## config.mk

```make
export PLATFORM = sky130hd
export DESIGN_NAME = parity_serial_rx
export DESIGN_NICKNAME = d
export VERILOG_FILES = /design/src/rtl/parity_serial_rx.sv
export SDC_FILE = /design/constraint.sdc
export NUM_CORES = 1
export LEC_CHECK = 0
export CAP_MARGIN = 30
export CORE_MARGIN = 4
export CORE_UTILIZATION = 40
export DETAILED_ROUTE_END_ITERATION = 16
export DONT_BUFFER_PORTS = 1
export PLACE_DENSITY = 0.55
export SKIP_CTS_REPAIR_TIMING = 1
export SYNTH_ARGS = -nofsm -noshare
export SYNTH_HDL_FRONTEND = slang
export SYNTH_SLANG_ARGS = --single-unit
```

## constraint.sdc

```tcl
create_clock -name clk -period 1.2 [get_ports clk]
set_input_delay 0.24 -clock clk [delete_from_list [all_inputs] [get_ports clk]]
set_output_delay 0.24 -clock clk [all_outputs]
set_load 0.01 [all_outputs]
```

## src/rtl/parity_serial_rx.sv

```systemverilog
`timescale 1ns/1ps
// -----------------------------------------------------------------------------
// parity_serial_rx
// Receiving end of the serial parity link. Deserialises one frame per
// transfer (start bit, DATA_W data bits LSB first, one parity bit, one stop
// bit), sampling sin only on cycles where bit_en is high. Parity is rebuilt
// with a running XOR and reported together with the stop-bit status.
//
// Ports:
//   clk        system clock, rising edge
//   rst        synchronous active-high reset
//   bit_en     bit-sample strobe
//   sin        serial data line, idle high
//   data_out   last received data word (holds until the next frame completes)
//   data_valid one-cycle pulse after the edge that samples the stop bit
//   parity_err parity mismatch of the last completed frame
//   frame_err  stop bit was 0 in the last completed frame
//   busy       high while a frame is in progress
// -----------------------------------------------------------------------------
module parity_serial_rx #(
    parameter int DATA_W     = 8,
    parameter int ODD_PARITY = 0
) (
    input  logic              clk,
    input  logic              rst,
    input  logic              bit_en,
    input  logic              sin,
    output logic [DATA_W-1:0] data_out,
    output logic              data_valid,
    output logic              parity_err,
    output logic              frame_err,
    output logic              busy
);

    typedef enum logic [1:0] {
        IDLE   = 2'd0,
        DATA   = 2'd1,
        PARITY = 2'd2,
        STOP   = 2'd3
    } state_t;

    localparam int               CNT_W    = $clog2(DATA_W);
    localparam logic [CNT_W-1:0] CNT_LAST = CNT_W'(DATA_W - 1);
    localparam logic             ODD_BIT  = (ODD_PARITY != 0) ? 1'b1 : 1'b0;

    // Parity check: the XOR of all data bits and the parity bit must equal
    // the selected parity sense, otherwise the frame is flagged.
    function automatic logic parity_mismatch(input logic acc, input logic pbit);
        return acc ^ pbit ^ ODD_BIT;
    endfunction

    state_t            state_r;
    state_t            state_nxt_s;
    logic [DATA_W-1:0] shreg_r;
    logic [CNT_W-1:0]  cnt_r;
    logic              acc_r;
    logic              perr_r;
    logic              busy_nxt_s;

    // State register.
    always_ff @(posedge clk) begin
        if (rst) begin
            state_r <= IDLE;
        end else begin
            state_r <= state_nxt_s;
        end
    end

    // Next-state logic; nothing moves without a strobe.
    always_comb begin
        state_nxt_s = state_r;
        if (bit_en) begin
            case (state_r)
                IDLE: begin
                    if (!sin) begin
                        state_nxt_s = DATA;
                    end else begin
                        state_nxt_s = IDLE;
                    end
                end
                DATA: begin
                    if (cnt_r == CNT_LAST) begin
                        state_nxt_s = PARITY;
                    end else begin
                        state_nxt_s = DATA;
                    end
                end
                PARITY:  state_nxt_s = STOP;
                STOP:    state_nxt_s = IDLE;
                default: state_nxt_s = IDLE;
            endcase
        end else begin
            state_nxt_s = state_r;
        end
    end

    // Output decode: busy follows the state being entered so the registered
    // copy is high exactly while the FSM is outside IDLE.
    always_comb begin
        busy_nxt_s = 1'b0;
        if (state_nxt_s != IDLE) begin
            busy_nxt_s = 1'b1;
        end else begin
            busy_nxt_s = 1'b0;
        end
    end

    // Datapath and registered outputs.
    always_ff @(posedge clk) begin
        if (rst) begin
            shreg_r    <= '0;
            cnt_r      <= '0;
            acc_r      <= 1'b0;
            perr_r     <= 1'b0;
            data_out   <= '0;
            data_valid <= 1'b0;
            parity_err <= 1'b0;
            frame_err  <= 1'b0;
            busy       <= 1'b0;
        end else begin
            data_valid <= 1'b0;
            busy       <= busy_nxt_s;
            if (bit_en) begin
                case (state_r)
                    IDLE: begin
                        if (!sin) begin
                            shreg_r <= '0;
                            cnt_r   <= '0;
                            acc_r   <= 1'b0;
                        end
                    end
                    DATA: begin
                        // LSB arrives first, so shift in from the top.
                        shreg_r <= {sin, shreg_r[DATA_W-1:1]};
                        acc_r   <= acc_r ^ sin;
                        cnt_r   <= cnt_r + CNT_W'(1);
                    end
                    PARITY: begin
                        perr_r <= parity_mismatch(acc_r, sin);
                    end
                    STOP: begin
                        // Errored frames are still delivered; flags qualify them.
                        data_out   <= shreg_r;
                        parity_err <= perr_r;
                        frame_err  <= ~sin;
                        data_valid <= 1'b1;
                    end
                    default: begin
                        perr_r <= perr_r;
                    end
                endcase
            end
        end
    end

endmodule

```

======== After elaboration in Yosys (flattened, before gate mapping) ========
Cells that the tools add are included.
cells by class
  bitwise gates (word level) .............. 3
  multiplexer cells ....................... 12
  reductions and logical operators ........ 7
  equal/unequal tests ..................... 5
  add/subtract/negate cells ............... 1
operators by type and width
  operator             number
  $pmux 8 s2           1
  $mux 8               1
  $pmux 2 s4           1
  $pmux 3 s2           1
  $eq 2x2->1 const B   2
  $mux 1               4
  $mux 2               2
  $reduce_and 2->1     2
  $reduce_bool 2->1    2
  $add 3x1->3 const B  1
  $eq 3x3->1 const B   1
  $mux 3               1
  $reduce_and 3->1     1
  $eq 2x1->1 const B   1
  $logic_not 2->1      1
  $ne 2x2->1 const B   1
  $not 1->1            2
  $pmux 1 s2           1
  $reduce_or 2->1      1
  $xor 1x1->1          1
word-level totals
  input port bits ......................... 4
  output and inout bits ................... 12
  word-level logic and storage cells ...... 38
  register bits after elaboration ......... 27

======== Logic depth before layout (Yosys ltp) ========
Gate-level depths: netlist of run 1.
  depth in word-level cells ............... 6
  gate-level depth with buffers ........... 5
  mapped depth without buffers ............ 5

======== Least setup slack after synthesis of run 1 ========
OpenSTA, ideal clock, no wires.
  path kind ............................... flip-flop to flip-flop
  from .................................... register state_r[1]
  to ...................................... register shreg_r[6]
  period minus slack after synthesis ...... 0.991 ns
  cell stages (with the launch flop) ...... 6
  data required time ...................... 1.134 ns
  buffers on the path ..................... 2
  slack ................................... 0.209 ns
  data arrival time ....................... 0.925 ns
  library setup time ...................... 0.066 ns
  cell sequence ........................... dfxtp_1 > buf_6 > and3b_1 > buf_6 > nand2_1 > a21oi_2
on the way
  cells in the longest elaborated chain, start to end .. 3
  elaborated cells on any way between the ends .. 6
  classes of those cells .................. eq/ne: 2; mux: 1; reduce/logical: 3
ends and longest elaborated chain
  element                                                    line  source
  start, declared                                            52    state_t state_r;
  start signal, assigned                                     65    state_r <= state_nxt_s;
  $eq 2x1->1 or $logic_not 2->1 (tied branches)              124   case (state_r)
  $reduce_bool 2->1 (no line) or $ne 2x2->1 (tied branches)  -
  $reduce_and 3->1 (no line)                                 -
  end signal, assigned                                       134   shreg_r <= {sin, shreg_r[DATA_W-1:1]};
  end, declared                                              54    logic [DATA_W-1:0] shreg_r;
Several ways; a longest one is shown, not always the timed one.
A chain may end at the register's enable or synchronous reset.

======== Worst setup path after layout of run 1 ========
Same ends and word-level chain as after synthesis.

==> results of run 1 <==
## layout make-up
cell class                 count  area, µm²
tap                           30       37.5
multi-input combinational     92        493
fill                         255       1380
sequential                    27        546
timing repair buffer           8       60.1
clock buffer                   4       26.3
## power by group
group / switching [W] / internal (W)
registers: 0.00000916 / 0.000904
logic: 0.0000341 / 0.0000327
clock network: 0.000259 / 0.000130
total: 0.000302 / 0.00107
## flip-flops by register name, summed over array words and instances, names as in the netlist
register / flops
data_out: 8
shreg_r: 8
cnt_r: 3
state_r: 2
acc_r: 1
busy: 1
data_valid: 1
frame_err: 1
parity_err: 1
perr_r: 1
## kinds of logic (layout without fill, tap and decap cells)
family | Yosys count | count (layout)
AO/OA/AOI/OAI | 37 | 37
flip-flops | 27 | 27
XOR/XNOR | 1 | 1
AND/OR/NAND/NOR | 52 | 52
adder cells (fa/ha/maj) | 2 | 2
buffers and inverters | 10 | 12
## worst max path at each step
stage / from / end / slack (ns) / cells after the start
final: state_r[1]$_SDFF_PP0_ / shreg_r[6]$_SDFFE_PP0P_ / 0.09 / 4
after global routing: state_r[0]$_SDFF_PP0_ / cnt_r[0]$_SDFFE_PP0P_ / -0.002 / 3
after CTS: state_r[1]$_SDFF_PP0_ / shreg_r[4]$_SDFFE_PP0P_ / -0.05 / 4
after detailed placement: state_r[1]$_SDFF_PP0_ / shreg_r[4]$_SDFFE_PP0P_ / -0.01 / 4
after global placement: state_r[1]$_SDFF_PP0_ / shreg_r[6]$_SDFFE_PP0P_ / 0.06 / 4
after floorplan: state_r[1]$_SDFF_PP0_ / shreg_r[6]$_SDFFE_PP0P_ / 0.21 / 5
## stage by stage
step	util, %	setup TNS (ns)	worst slack (ns)
6_report	45.7	0	0.0926
5_1_grt	45.7	-0.00230	-0.00230
4_1_cts	44.8	-0.140	-0.0545
3_5_place_dp	43.8	-0.0115	-0.0115
3_3_place_gp	43.8	0	0.0645
2_1_floorplan	-	0	0.209
## layout by cell type (no fill, tap or decap), drive strengths merged
master / count
nand2: 30
dfxtp: 27
a21oi: 22
o21ai: 12
buf: 8
nor2: 7
clkbuf: 4
a211oi: 3
and2b: 3
nor3: 3
and3b: 2
ha: 2
nand2b: 1
and4bb: 1
nor2b: 1
xnor2: 1
or2b: 1
and3: 1
nand3: 1
nand4b: 1
## worst max-delay path, stage by stage, from the launching register on
cell,delay (ns)
dfxtp_4,0.40
nand2b_2,0.23
buf_4,0.17
o21ai_1,0.16
a21oi_2,0.07
## metal layers
| layer | share of wire [%] | up-vias |
|---|---|---|
| li1 | - | 439 |
| met1 | 52 | 384 |
| met2 | 44 | 11 |
| met3 | 3.1 | 2 |
| met4 | 0.93 | 0 |
| met5 | 0 | - |
==> impl_metrics.py, run 1 <==
metrics = {
    "synthesis": {
        "yosysTopAreaCell": "dfxtp_1",
        "synthTopCellsByArea": "dfxtp_1, nand2_1, a21oi_1",
        "avgSynthCellArea_um2": 8.55,
        "muxShareOfSynthArea_pct": 0,
        "synth_nets": 135,
        "syn_area_um2": 1100,
        "synth.top_cell.area_share_pct": 49.0,
        "async_reset_ff_share_pct": 0,
        "synth_cells": 129,
        "yosys_warnings": 0,
        "synth_edf_count": 0,
        "synth_cell_types": 26,
        "netlist_top_cells_count": "nand2_1, dfxtp_1, a21oi_1",
        "synthXorXnorAreaFrac_pct": 0.794,
        "synthAdderAreaFrac_pct": 2.27,
        "synth-simple-area-share_pct": 23.0,
        "yosysMostFrequentCell": "nand2_1",
        "seq_area_frac_synth_pct": 49.0,
        "ys_ff_latch": 27,
        "synth_top_family_by_area": "simple AND/OR/NAND/NOR gates",
        "synth-main-ff-cell": "dfxtp_1",
        "synth-compound-area-share_pct": 17.8,
    },
    "floorplan": {
        "initial_core_util_pct": 43.4,
        "ios": 16,
        "chipHeight_um": 60.5,
        "die_area_um2": 3660,
        "core_um2": 2540,
        "fp-row-count": 18,
        "fp.dieW_um": 60.5,
    },
    "status": {
        "status": "complete, but fails checks",
        "violations": "hold timing",
    },
    "power": {
        "total_power_w": 0.00137,
        "leakagePower_nw": 0.402,
        "power.density_nw_per_um2": 1180,
        "ir_drop_mv": 0.527,
    },
    "clock_tree": {
        "numCtsBuffers": 3,
        "root_buffer": "clkbuf_4",
        "clockBufferDepth": 2,
        "path_clk_slew_ns": 0.14,
        "clkLatencyLatePin_ns": 0.32,
        "clock_sinks": 27,
        "cts_tree": "yes",
        "h-tree-depth": 1,
    },
    "worst_setup_path": {
        "required_ns": 1.42,
        "crit_arrival_ns": 1.33,
        "r2r-end": "shreg_r[6]$_SDFFE_PP0P_",
        "critPathLaunchType": "register",
        "reg2reg_slack_ns": 0.09,
        "critPathKind": "reg2reg",
        "crit_fanout": 10,
        "timing.rr.start": "state_r[1]$_SDFF_PP0_",
        "worstRegToRegCells": 4,
        "crit_path_end_kind": "register",
    },
    "final_layout": {
        "nNetsFinal": 138,
        "drive_above_1_share_pct": 15.3,
        "diodes": 0,
        "fin_area_um2": 1160,
        "finalNonFillerCells": 161,
        "area_growth_pct": 5.33,
    },
    "place": {
        "io_buffers": 0,
        "dp.cells": 156,
        "placed_cell_area_um2": 1110,
        "gp_congestion": 0.704,
        "dpl.hpwl_um": 1390,
    },
    "detailed_routing": {
        "viasPerCell": 5.19,
        "vias": 836,
        "ant_nets": 0,
        "drc": 0,
        "drt-total-wl_um": 2040,
        "first_pass_iters": 4,
        "drtIter0Drc": 37,
        "wl_per_cell_um": 12.7,
    },
    "timing": {
        "fin_hold_ws_ns": -0.0341,
        "tightest_slew_ns": 0.202,
        "skew_ns": 0.00687,
        "slew_violations": 0,
        "fin_crit_ns": 1.11,
        "finalSetupViolCount": 0,
        "fin_crit_sh_pct": 92.3,
        "fmax_mhz": 903,
        "rsz0062_at_grt": "true",
        "relSlewSlack_pct": 86.5,
        "timing.final.hold_violations": 27,
    },
    "grt": {
        "met3_usage_pct": 2.55,
        "grt_first_pass_wirelength_um": 3630,
        "grt_max_degree": 28,
        "use_met1_pct": 18.1,
        "grt_pass1_vias": 787,
        "antenna_found_initial": 0,
        "use_met2_pct": 19.9,
        "gr-total-overflow": 0,
        "gr-max-usage-layer": "met2",
        "grt_use_total_pct": 13.1,
    },
    "worst_hold_path": {
        "worstHoldStart": "rst",
        "holdCritPathClass": "in2reg",
        "holdPathEnd": "data_out[6]$_SDFFE_PP0P_",
        "worst_hold_path.num_cells": 1,
    },
    "flow_run": {
        "drv_cap": 0,
    },
}
(Power assumes the default switching activity.)
==> run 2, diff against run 1 <==
- CTS_CLUSTER_SIZE: not set -> 24
==> results of run 2 <==
The final DEF is identical to that of run 1; final timing and power are the same.
==> run 3, diff against run 2 <==
- GPL_TIMING_DRIVEN: not set -> 0
- clock period: 1.2 -> 1.4 ns (I/O delays scaled with it)
==> run 3 against run 2 <==
  * Die area did not move
  * Sequential power fell by 14%
  * Largest power group unchanged
  * Clock skew barely moved
  * Highest routed layer unchanged
  * Largest cell class unchanged
  * Sequential cell count did not move
  * The flow now finishes without violations
==> impl_metrics.py, run 3 (synthesis results as in run 1) <==
metrics = {
    "worst_setup_path": {
        "critPathLaunchType": "register",
        "crit_path_end_kind": "register",
        "critPathKind": "reg2reg",
        "crit_fanout": 10,
        "required_ns": 1.62,
        "crit_arrival_ns": 1.43,
        "worstRegToRegCells": 4,
    },
    "floorplan": {
        "chipHeight_um": 60.5,
        "fp-row-count": 18,
        "core_um2": 2540,
        "ios": 16,
        "die_area_um2": 3660,
        "fp.dieW_um": 60.5,
        "initial_core_util_pct": 43.4,
    },
    "grt": {
        "grt_pass1_vias": 758,
        "grt_first_pass_wirelength_um": 3530,
        "antenna_found_initial": 0,
        "gr-total-overflow": 0,
        "grt_use_total_pct": 12.5,
        "grt_max_degree": 15,
    },
    "final_layout": {
        "layout_common_cells": "nand2_1, dfxtp_1, a21oi_1, o21ai_0, nor2_1",
        "area_growth_pct": 5.78,
        "reg_top3": "data_out x8, shreg_r x8, cnt_r x3",
        "drive_above_1_share_pct": 12.0,
        "fillers": 271,
        "layout_commonest_cell": "nand2_1",
        "nNetsFinal": 140,
        "diodes": 0,
    },
    "clock_tree": {
        "path_clk_slew_ns": 0.14,
        "h-tree-depth": 1,
        "clkLatencyLatePin_ns": 0.32,
        "clock_sinks": 27,
        "cts_tree": "yes",
        "clockBufferDepth": 2,
        "root_buffer": "clkbuf_4",
        "numCtsBuffers": 3,
    },
    "worst_hold_path": {
        "worst_hold_path.num_cells": 1,
        "holdCritPathClass": "in2reg",
    },
    "timing": {
        "fmax_mhz": 821,
        "slew_violations": 0,
        "timing.final.hold_violations": 0,
        "fin_crit_ns": 1.22,
        "finalSetupViolCount": 0,
        "relSlewSlack_pct": 71.0,
        "tightest_slew_ns": 0.434,
        "tns_ns": 0,
        "skew_ns": 0.00679,
        "fin_crit_sh_pct": 87.0,
        "rsz0062_at_grt": "false",
    },
    "power": {
        "leakagePower_nw": 0.409,
        "total_power_w": 0.00119,
        "power.density_nw_per_um2": 1020,
        "ir_drop_mv": 0.585,
    },
    "detailed_routing": {
        "drc": 0,
        "viasPerCell": 5.19,
        "drtIter0Drc": 22,
        "ant_nets": 0,
        "drt-total-wl_um": 2020,
        "vias": 846,
        "wl_per_cell_um": 12.4,
        "first_pass_iters": 4,
    },
    "flow_run": {
        "drv_cap": 0,
    },
    "place": {
        "dpl.hpwl_um": 1430,
        "io_buffers": 0,
        "gp_congestion": 0.667,
    },
    "status": {
        "status": "finished, final reports clean",
    },
}
## run 3: changes by cell type in the layout (fill, tap and decap cells not counted), sizes merged
cell,change
clkbuf,+2
## run 3: worst paths after layout
kind / start / to / slack [ns]
max: state_r[0]$_SDFF_PP0_ / data_out[0]$_SDFFE_PP0P_ / 0.18
min: sin / frame_err$_SDFFE_PP0P_ / 0.03
max reg2reg: state_r[0]$_SDFF_PP0_ / data_out[0]$_SDFFE_PP0P_ / 0.18
min reg2reg: shreg_r[0]$_SDFFE_PP0P_ / data_out[0]$_SDFFE_PP0P_ / 0.46
## run 3: per-layer routing
metal  global-route usage (%)  vias to the layer above  wire length, µm
met5                        0                        -                0
met4                     3.72                        0               13
met3                     1.91                        2               78
met2                     18.5                       12              869
met1                     18.8                      391             1060
li1                         -                      441                -
## run 3: final cells by class
cell class | instances | area, µm² | area share (%)
Clock buffer | 4 | 26.3 | 2.25
Tap cell | 30 | 37.5 | 3.22
Sequential cell | 27 | 541 | 46.3
Multi-Input combinational cell | 92 | 484 | 41.5
Buffer | 10 | 78.8 | 6.75
## run 3: power by group
part	internal (W)	switching, W
Clock	0.000111	0.000224
Sequential	0.000776	0.00000637
Combinational	0.0000310	0.0000451
Total	0.000919	0.000275
## run 3: per-stage QoR
step                utilization (%)  instance area (µm²)  setup slack, ns  cells  hold slack (ns)
CTS                            45.9                 1170            0.162    163           0.0180
floorplan                         -                 1100            0.409    129            0.376
global placement               44.8                 1140            0.227    159            0.377
detailed placement             44.8                 1140            0.186    159            0.380
finish                         45.9                 1170            0.183    163           0.0285
global route                   45.9                 1170           0.0736    163           0.0134
## run 3: critical path, cell delays in order, from the launching register on
cell	delay (ns)
dfxtp_1	0.39
buf_6	0.14
nand3_1	0.33
nand2_1	0.18
a21oi_1	0.08
